### config.mk
export PLATFORM = sky130hd
export DESIGN_NAME = aes_stream_loader
export DESIGN_NICKNAME = d
export VERILOG_FILES = /design/src/rtl/aes_stream_pkg.sv /design/src/rtl/aes_word_shift128.sv /design/src/rtl/aes_stream_loader.sv
export SDC_FILE = /design/constraint.sdc
export NUM_CORES = 1
export LEC_CHECK = 0
export CAP_MARGIN = 20
export CORE_ASPECT_RATIO = 1.75
export CORE_MARGIN = 1.5
export CORE_UTILIZATION = 44
export DETAILED_ROUTE_END_ITERATION = 10
export PLACE_DENSITY = 0.77
export SLEW_MARGIN = 20
export SYNTH_ARGS = -nofsm -noshare
export SYNTH_HDL_FRONTEND = slang
export SYNTH_SLANG_ARGS = --single-unit
### constraint.sdc
create_clock -name CLK -period 1.45 [get_ports CLK]
set_input_delay 0.29 -clock CLK [delete_from_list [all_inputs] [get_ports CLK]]
set_output_delay 0.29 -clock CLK [all_outputs]
set_load 0.01 [all_outputs]
### src/rtl/aes_stream_pkg.sv
// aes_stream_pkg: shared state encoding and word/block types for the AES stream loader.
package aes_stream_pkg;
    typedef enum logic [2:0] {LOAD_KEY, LOAD_MSG, ARM, RUN, DRAIN} state_e;
    localparam int WORDS_PER_BLOCK = 4;
    typedef logic [31:0]  aes_word_t;
    typedef logic [127:0] aes_block_t;
endpackage

### src/rtl/aes_word_shift128.sv
// aes_word_shift128: 128-bit register with clear, parallel load and 32-bit shift-left word load.
// Ports: clk_i/rst_ni clock and async active-low reset; clr_i clear; load_i loads block_i;
//        shift_i shifts word_i in at the bottom; q_o current contents.
module aes_word_shift128 import aes_stream_pkg::*; (
    input  logic       clk_i,
    input  logic       rst_ni,
    input  logic       clr_i,
    input  logic       load_i,
    input  logic       shift_i,
    input  aes_block_t block_i,
    input  aes_word_t  word_i,
    output aes_block_t q_o
);
    aes_block_t q_q;
    always_ff @(posedge clk_i or negedge rst_ni)
        if (!rst_ni) q_q <= '0;
        else if (clr_i) q_q <= '0;
        else if (load_i) q_q <= block_i;
        else if (shift_i) q_q <= {q_q[95:0], word_i};
    assign q_o = q_q;
endmodule

### src/rtl/aes_stream_loader.sv
// aes_stream_loader: word-serial key/ciphertext loader and plaintext streamer around an AES decryption core.
// Ports: CLK, RESET (async active-low); in_data/in_valid/in_ready input word stream; in_newkey
//        first-word key flag; out_data/out_valid/out_ready plaintext stream; AES_KEY, AES_MSG_ENC,
//        AES_START to the core; AES_DONE, AES_MSG_DEC from the core; busy; timeout_err pulse.
// Build option: AES_KEY_CACHE_EN lets a frame with in_newkey=0 reuse the previously loaded key.
module aes_stream_loader import aes_stream_pkg::*; #(
    parameter int TIMEOUT_CYCLES = 4096,
    parameter int WORD_W         = 32
) (
    input  logic              CLK,
    input  logic              RESET,
    input  logic [WORD_W-1:0] in_data,
    input  logic              in_valid,
    output logic              in_ready,
    input  logic              in_newkey,
    output logic [WORD_W-1:0] out_data,
    output logic              out_valid,
    input  logic              out_ready,
    output aes_block_t        AES_KEY,
    output aes_block_t        AES_MSG_ENC,
    output logic              AES_START,
    input  logic              AES_DONE,
    input  aes_block_t        AES_MSG_DEC,
    output logic              busy,
    output logic              timeout_err
);
    localparam int TW = $clog2(TIMEOUT_CYCLES + 1);
    state_e        state_q;
    logic [1:0]    cnt_q;
    logic [TW-1:0] to_cnt_q;
    logic          start_q, out_valid_q, timeout_q;
    logic          in_fire, out_fire, skip_key, key_shift, msg_shift, done_cap;
    aes_block_t    buf_q;
    assign in_ready = (state_q == LOAD_KEY) || (state_q == LOAD_MSG);
    assign in_fire  = in_valid && in_ready;
    assign out_fire = out_valid_q && out_ready;
`ifdef AES_KEY_CACHE_EN
    logic key_ok_q;
    // A frame whose first word carries in_newkey=0 starts directly with ciphertext, once a key exists.
    assign skip_key = (state_q == LOAD_KEY) && (cnt_q == 2'd0) && key_ok_q && !in_newkey;
`else
    logic unused_newkey;
    assign unused_newkey = in_newkey;
    assign skip_key = 1'b0;
`endif
    assign key_shift = in_fire && (state_q == LOAD_KEY) && !skip_key;
    assign msg_shift = in_fire && ((state_q == LOAD_MSG) || skip_key);
    assign done_cap  = (state_q == RUN) && AES_DONE;
    always_ff @(posedge CLK or negedge RESET) begin
        if (!RESET) begin
            state_q     <= LOAD_KEY;
            cnt_q       <= '0;
            to_cnt_q    <= '0;
            start_q     <= 1'b0;
            out_valid_q <= 1'b0;
            timeout_q   <= 1'b0;
`ifdef AES_KEY_CACHE_EN
            key_ok_q    <= 1'b0;
`endif
        end else begin
            timeout_q <= 1'b0;
            case (state_q)
                LOAD_KEY: if (in_fire) begin
                    if (skip_key) begin
                        state_q <= LOAD_MSG;
                        cnt_q   <= 2'd1;
                    end else begin
                        cnt_q <= cnt_q + 2'd1;
                        if (cnt_q == 2'd3) begin
                            state_q <= LOAD_MSG;
`ifdef AES_KEY_CACHE_EN
                            key_ok_q <= 1'b1;
`endif
                        end
                    end
                end
                LOAD_MSG: if (in_fire) begin
                    cnt_q <= cnt_q + 2'd1;
                    if (cnt_q == 2'd3) state_q <= ARM;
                end
                // Hold off until any stale done from the previous block has cleared.
                ARM: if (!AES_DONE) begin
                    state_q  <= RUN;
                    start_q  <= 1'b1;
                    to_cnt_q <= '0;
                end
                RUN: if (AES_DONE) begin
                    state_q     <= DRAIN;
                    start_q     <= 1'b0;
                    out_valid_q <= 1'b1;
                end else begin
                    to_cnt_q <= (to_cnt_q == TW'(TIMEOUT_CYCLES)) ? to_cnt_q : to_cnt_q + 1'b1;
                    if (to_cnt_q == TW'(TIMEOUT_CYCLES - 1)) begin
                        timeout_q <= 1'b1;
                        start_q   <= 1'b0;
                        state_q   <= LOAD_KEY;
                    end
                end
                DRAIN: if (out_fire) begin
                    cnt_q <= cnt_q + 2'd1;
                    if (cnt_q == 2'd3) begin
                        out_valid_q <= 1'b0;
                        state_q     <= LOAD_KEY;
                    end
                end
                default: state_q <= LOAD_KEY;
            endcase
        end
    end
    aes_word_shift128 u_key (
        .clk_i(CLK), .rst_ni(RESET), .clr_i(1'b0), .load_i(1'b0), .shift_i(key_shift),
        .block_i('0), .word_i(in_data), .q_o(AES_KEY)
    );
    aes_word_shift128 u_msg (
        .clk_i(CLK), .rst_ni(RESET), .clr_i(1'b0), .load_i(1'b0), .shift_i(msg_shift),
        .block_i('0), .word_i(in_data), .q_o(AES_MSG_ENC)
    );
    aes_word_shift128 u_buf (
        .clk_i(CLK), .rst_ni(RESET), .clr_i(1'b0), .load_i(done_cap), .shift_i(out_fire),
        .block_i(AES_MSG_DEC), .word_i('0), .q_o(buf_q)
    );
    assign out_data    = buf_q[127:96];
    assign out_valid   = out_valid_q;
    assign AES_START   = start_q;
    assign timeout_err = timeout_q;
    assign busy        = !((state_q == LOAD_KEY) && (cnt_q == 2'd0));
endmodule
; ---- Word-level counts from Yosys, hierarchy flattened
; Cells that the tools add are included.
[classes]
addsub = 2
n_div = 0
reduce_logical = 20
mul = 0
n_shift = 0
n_lt_le_gt_ge = 0
n_eq_ne = 19
bitwise_logic = 0
muxes = 30
[op_table]
columns = cell, n
row1 = $mux 128, 2
row2 = $mux 13, 3
row3 = $mux 3, 9
row4 = $pmux 13 s2, 1
row5 = $ne 2x2->1 const B, 8
row6 = $pmux 3 s5, 1
row7 = $add 13x1->13 const B, 1
row8 = $eq 13x12->1 const B, 1
row9 = $eq 13x13->1 const B, 1
row10 = $mux 1, 9
row11 = $reduce_and 4->1, 2
row12 = $reduce_and 8->1, 1
row13 = $reduce_bool 2->1, 4
row14 = $eq 3x2->1 const B, 2
row15 = $logic_and 1x1->1, 6
row16 = $ne 2x1->1 const B, 3
row17 = $reduce_and 3->1, 2
row18 = $mux 2, 2
row19 = $pmux 1 s2, 2
row20 = $pmux 2 s2, 1
row21 = $eq 3x1->1 const B, 1
row22 = $eq 3x3->1 const B, 1
row23 = $logic_not 3->1, 1
row24 = $ne 3x2->1 const B, 1
row25 = other kinds (6), 6
[totals]
regBits = 405
rom_bits = 0
output_inout_bits = 293
latch_bits = 0
memories = 0
in_bits = 166
mem_bits_rw = 0

; ---- Depth between registers and ports, before layout
[logic_depth]
ltp_word = 5
depth_mapped = 9
mapped_depth_nobuf = 6

; ---- Hierarchy
; A second synthesis with hierarchy kept.
[hier_totals]
hier_cells = 1846
hier_area_um2 = 23142.2
[by_module_without_submodules]
columns = mod, area_per_inst_um2, cells_per_inst, n_inst, seq_area_each_um2
row1 = aes_word_shift128, 7299.5, 569, 3, 3203.1
row2 = aes_stream_loader, 1243.7, 139, 1, 525.5

; ---- Least setup slack after synthesis
; No wires, ideal clock.
[synth_path]
path_kind = register -> register
startpoint = reg state_q[1]
endpoint = reg u_msg.q_q[27], in the netlist u_msg.q_o[27]
slack_ns = -0.233
synth_period_minus_slack_ns = 1.683
stages_incl_launch_ff = 7
arrival_ns = 1.558
n_path_buf = 3
cell_sequence = dfrtp_1 > buf_4 > nor2_2 > and3_4 > buf_6 > buf_6 > mux2_4
[synth_via]
elab_chain_cells = 4
[synth_rtl]
columns = item, line_no
row1 = "start, declared", aes_stream_loader.sv:28  ; state_e state_q;
row2 = "start signal, assigned", aes_stream_loader.sv:51  ; state_q <= LOAD_KEY;
row3 = "start signal, assigned", aes_stream_loader.sv:65  ; state_q <= LOAD_MSG;
row4 = "start signal, assigned", aes_stream_loader.sv:70  ; state_q <= LOAD_MSG;
row5 = $eq 3x1->1 / $logic_not 3->1 (equally long branches), aes_stream_loader.sv:34  ; assign in_ready = (state_q == LOAD_KEY) || (state_q == LOAD_MSG);
row6 = $logic_or 1x1->1 (*), aes_stream_loader.sv:34
row7 = via in_ready, aes_stream_loader.sv:14  ; output logic in_ready,
row8 = $logic_and 1x1->1 (*), aes_stream_loader.sv:35  ; assign in_fire = in_valid && in_ready;
row9 = $logic_and 1x1->1 (*), aes_stream_loader.sv:47  ; assign msg_shift = in_fire && ((state_q == LOAD_MSG) || skip_key);
row10 = "end signal, assigned", aes_word_shift128.sv:18  ; else if (load_i) q_q <= block_i;
row11 = "end signal, assigned", aes_word_shift128.sv:19  ; else if (shift_i) q_q <= {q_q[95:0], word_i};
row12 = "end, declared", aes_word_shift128.sv:14  ; aes_block_t q_q;
; The timed path passes the listed nets; every way through them passes the cells marked *.
; A chain may end at the register's enable or synchronous reset.

; ---- Worst setup path in the final report
[layout_path]
startpoint = reg state_q[2]
endpoint = reg u_buf.q_q[102], in the netlist u_buf.q_o[102]
[layout_via]
elab_chain_cells = 3
[layout_rtl]
columns = item, line_no
row1 = $eq 3x2->1 (*), aes_stream_loader.sv:48  ; assign done_cap = (state_q == RUN) && AES_DONE;
row2 = $logic_and 1x1->1 (*), aes_stream_loader.sv:48
row3 = $mux 128 / $reduce_bool 2->1 (equally long branches), -
row4 = "end signal, assigned", aes_word_shift128.sv:18
row5 = "end signal, assigned", aes_word_shift128.sv:19
row6 = "end, declared", aes_word_shift128.sv:14
; Every way passes the cells marked *; elsewhere a longest branch is shown, timed or not.

==> flow_summary.rst <==
.. list-table::
   :header-rows: 1

   * - Metric
     - Value
   * - Total congestion overflow after global routing
     - 0
   * - Die area
     - 39400 µm²
   * - Count of placed standard cells in the final layout, fillers left out
     - 2494
   * - Longest Clk Path Bufs
     - 3
   * - # placed instances
     - 2223
   * - Area share of the largest cell type after synthesis
     - 60.3%
   * - Pint
     - 38.7 mW
   * - TritonCTS clock tree
     - built
   * - Share of power burned in the clock network
     - 17.7%
   * - ANT nets after route
     - 0
   * - Initial core utilization
     - 44.7%
   * - Min Tclk post-route
     - 1.76 ns
   * - Number of global-route vias before repair
     - 13500
   * - CP Data Required Time
     - 1.90 ns
   * - Pre-antenna DRT Iters
     - 5
   * - Post-synth top flop
     - sky130_fd_sc_hd__dfrtp_1
   * - Half-perimeter wire length after placement
     - 34000 µm
   * - Count of state elements after synthesis
     - 405
   * - Startpoint kind of the worst setup timing path
     - flip-flop
   * - Launching element of the worst setup path
     - state_q[2]
   * - Classification of the worst setup path
     - flip-flop to flip-flop
   * - Fraction of synthesized cell area in xor and xnor cells
     - 0.0521%
   * - Combined area of all synthesized cells
     - 16800 µm²
   * - Share of the synthesized area in compound gates (AO/OA/AOI/OAI)
     - 4.21%
   * - Clock Pin Slew Worst Setup and Hold Paths
     - 0.07 ns
   * - Count of routing violations after the opening detailed-route iteration
     - 651
   * - Number of maximum-capacitance violations
     - 0
   * - Std cell rows
     - 94
   * - Path category of the worst min-delay check
     - primary input to asynchronous set/reset pin
   * - Dominant cell type by area after synthesis
     - sky130_fd_sc_hd__dfrtp_1
   * - Arrival time of data at the critical path endpoint
     - 2.22 ns
   * - Cells along the critical path
     - buf_6 -> buf_6 -> nor2b_4 -> buf_12 -> and3_4 -> buf_12 -> clkbuf_16 -> nand2_2 -> o21ai_1
   * - Number of fill cells in the layout
     - 2478
   * - Top-Level Pins
     - 459
   * - Violated checks
     - setup timing
   * - PD cells
     - 2270 nW/µm²
   * - Initial antenna violation count
     - 9
   * - Vias post-DR
     - 13300
   * - Post-detailed-route wirelength per cell
     - 22.8 µm
   * - Placement Setup Slack
     - -0.476 ns
   * - Count of distinct cell types in the synthesized netlist
     - 52
   * - Slowest Stage Delay on Critical Path
     - 0.44 ns
   * - Leakage power
     - 12.7 nW
   * - Share of post-route cells with drive strength above 1
     - 54.7%
   * - Total number of nets in the final design
     - 2149
   * - Placed inst area
     - 22500 µm²
   * - CP Buf/Inv Count
     - 5
   * - Worst R2R Start
     - state_q[2]
   * - Slew HR
     - 74.0%
   * - Fraction of the mapped netlist area in simple logic gates
     - 6.87%
   * - Number of instances in the synthesized netlist
     - 1271
   * - Portion of total power attributed to combinational logic
     - 47.7%
   * - Setup repair after global routing missed its margin
     - yes
   * - Insertion delay of the later-clocked pin in the worst-skew pair
     - 0.53 ns
   * - Max Fanout on Critical Path
     - 8
   * - Clock tree root buffer cell
     - sky130_fd_sc_hd__clkbuf_16
   * - Proportion of synthesized area in mux cells
     - 23.2%
   * - Combinational family with the most area after synthesis
     - multiplexers
   * - Final hold violations
     - 0
   * - Crit path capture type
     - flip-flop
   * - Number of enable flip-flop cells after synthesis
     - 0
   * - Post-synthesis share of cell area spent on full adders, half adders and majority gates
     - 0.298%
   * - DRC Markers
     - 0
   * - Yosys warnings
     - 0
   * - Slowest CP cell
     - sky130_fd_sc_hd__dfrtp_2
   * - Power share of the sequential group
     - 34.6%
   * - First-pass GRT wire length
     - 73600 µm
   * - Placeable core region
     - 37600 µm²
   * - Final-report max-slew violation count
     - 0
   * - Number of buffers inserted during clock tree synthesis
     - 37
   * - Vias per Instance
     - 5.34
   * - Post-Layout Inst Area
     - 26200 µm²
   * - Post-synthesis net count
     - 1441
   * - Cell class contributing the biggest share of worst-path delay
     - buffers and inverters
   * - Vertical extent of the die
     - 262 µm
   * - Maximum number of pins on one net before global-route repair
     - 62
   * - Sw Share
     - 34.7%
   * - Share of the yosys chip area belonging to registers
     - 60.3%
   * - Sink Count
     - 405
   * - Most area-consuming cells after synthesis
     - sky130_fd_sc_hd__dfrtp_1 60%, sky130_fd_sc_hd__mux2_2 16%, sky130_fd_sc_hd__mux2i_1 5.8%
   * - Synthesis-to-finish area growth
     - 55.6%
   * - Setup TNS
     - -85.30 ns
   * - Setup-failing EPs final
     - 411
   * - Total length of routed wires
     - 57000 µm
   * - Overall routing resource usage
     - 24.1%
   * - Final clock period utilization by the worst path
     - 122%
   * - I/O Buffers
     - 457
   * - Largest voltage drop on the vdd net
     - 1.10 mV
   * - Status
     - complete, but fails checks
   * - Synthesized area per cell
     - 13.2 µm²
   * - Net switching power of the design
     - 20.6 mW
   * - Routability congestion estimate from global placement
     - 0.843
   * - Ys async rst share
     - 100%
   * - Total Power Consumption
     - 59.3 mW
   * - CTS H-tree lvls
     - 2
   * - Width of the die
     - 151 µm
   * - Setup clock skew after layout
     - 0.00951 ns
   * - Timing-limited maximum frequency
     - 567 MHz
   * - Final worst-path setup slack
     - -0.314 ns
   * - Worst-margin pin slew
     - 0.385 ns
through the flow:
step | hold slack [ns] | utilization [%]
floorplan | -0.00559 | -
CTS | 0.180 | 64.1
finish | 0.189 | 69.5
global route | 0.206 | 69.5
global placement | 0.151 | 59.7
detailed placement | 0.151 | 59.7
flip-flops by register name (all words and copies together) (netlist names):
signal and cells:
timeout_err 1, state_q 3, out_valid 1, to_cnt_q 13, u_buf.q_o 128, u_key.q_o 128, AES_START 1, u_msg.q_o 128
cnt_q 2
final cells by class:
type	count	area, µm²	share of cell area [%]
sequential	405	10100	38.8
timing repair buffer	779	7050	26.9
multi-input combinational	749	7020	26.9
clock buffer	55	1110	4.26
tap	480	601	2.30
clock inverter	10	183	0.698
inverter	7	28.8	0.110
antenna	9	22.5	0.0861
power by group through the flow:
stage          Combinational, mW  Sequential, mW  Clock, mW
3_3_place_gp                22.8            20.7          0
3_5_place_dp                23.5            20.9          0
2_1_floorplan               10.4            21.4          0
6_report                    28.3            20.5       10.5
5_1_grt                     29.9            21.0       11.1
4_1_cts                     24.3            20.1       10.6
worst paths after layout:
| check | slack (ns) | endpoint | cells after the start |
|---|---|---|---|
| setup / recovery | -0.31 | u_buf.q_o[102] | 9 |
| hold / removal | 0.19 | u_msg.q_o[34] | 2 |
| setup reg to reg | -0.31 | u_buf.q_o[102] | 9 |
| hold reg to reg | 0.50 | u_key.q_o[115] | 1 |
| max in group asynchronous | 0.58 | u_msg.q_o[105] | 4 |
| min in group CLK | 0.29 | u_buf.q_o[14] | 3 |
routing by layer:
metal | share of wire, % | up-vias | GRT usage, %
met2 | 55 | 590 | 45.3
met4 | 6.8 | 0 | 14.5
met5 | 0 | - | 0
met3 | 4.7 | 207 | 3.19
li1 | - | 5817 | -
met1 | 33 | 6712 | 25.2
repair_timing:
action | in CTS | in global routing
hold endpoints to repair | 177 | 0
hold buffers | 1 | 0
pin swaps | 15 | 86
gates resized for setup | 1155 | 350
buffers inserted | 148 | 12
cloned | 4 | 34
setup endpoints to repair | 695 | 471
worst register-to-register path: stages (launching register included):
cell                        delay [ns]
sky130_fd_sc_hd__dfrtp_2          0.44
sky130_fd_sc_hd__buf_6            0.13
sky130_fd_sc_hd__buf_6            0.11
sky130_fd_sc_hd__nor2b_4          0.15
sky130_fd_sc_hd__buf_12           0.13
sky130_fd_sc_hd__and3_4           0.25
sky130_fd_sc_hd__buf_12           0.16
sky130_fd_sc_hd__clkbuf_16        0.19
sky130_fd_sc_hd__nand2_2          0.06
sky130_fd_sc_hd__o21ai_1          0.08
synthesized netlist by cell type (10+ instances only):
library cell,instances
sky130_fd_sc_hd__dfrtp_1,405
sky130_fd_sc_hd__mux2_2,234
sky130_fd_sc_hd__nand2_1,177
sky130_fd_sc_hd__mux2i_1,97
sky130_fd_sc_hd__o21ai_0,92
sky130_fd_sc_hd__nand3_1,42
sky130_fd_sc_hd__buf_4,37
sky130_fd_sc_hd__buf_6,33
sky130_fd_sc_hd__clkbuf_1,22
sky130_fd_sc_hd__buf_2,17
sky130_fd_sc_hd__mux2_1,13
sky130_fd_sc_hd__o21ai_1,11
sky130_fd_sc_hd__mux2_4,10
layout by cell type (no fill, tap or decap), types with 11 or more instances in the layout:
master,n
sky130_fd_sc_hd__clkdlybuf4s15_2,56
sky130_fd_sc_hd__nand2_4,40
sky130_fd_sc_hd__clkdlybuf4s15_1,12
sky130_fd_sc_hd__buf_2,222
sky130_fd_sc_hd__nand2_2,47
sky130_fd_sc_hd__dfrtp_1,402
sky130_fd_sc_hd__nand3_1,38
sky130_fd_sc_hd__nand2_1,90
sky130_fd_sc_hd__o21ai_0,16
sky130_fd_sc_hd__o21ai_1,20
sky130_fd_sc_hd__clkbuf_16,65
sky130_fd_sc_hd__mux2_2,141
sky130_fd_sc_hd__buf_4,227
sky130_fd_sc_hd__buf_12,31
sky130_fd_sc_hd__mux2_4,105
sky130_fd_sc_hd__mux2_1,11
sky130_fd_sc_hd__mux2i_1,97
sky130_fd_sc_hd__buf_6,28
sky130_fd_sc_hd__clkbuf_8,12
sky130_fd_sc_hd__o21ai_2,67
sky130_fd_sc_hd__clkdlybuf4s50_1,163
cells by family after synthesis:
logic type,after synthesis
buffers and inverters,118
adder cells (fa/ha/maj),4
AND/OR/NAND/NOR,261
flip-flops,405
multiplexers,354
XOR/XNOR,1
AO/OA/AOI/OAI,128
(Power assumes the default switching activity.)
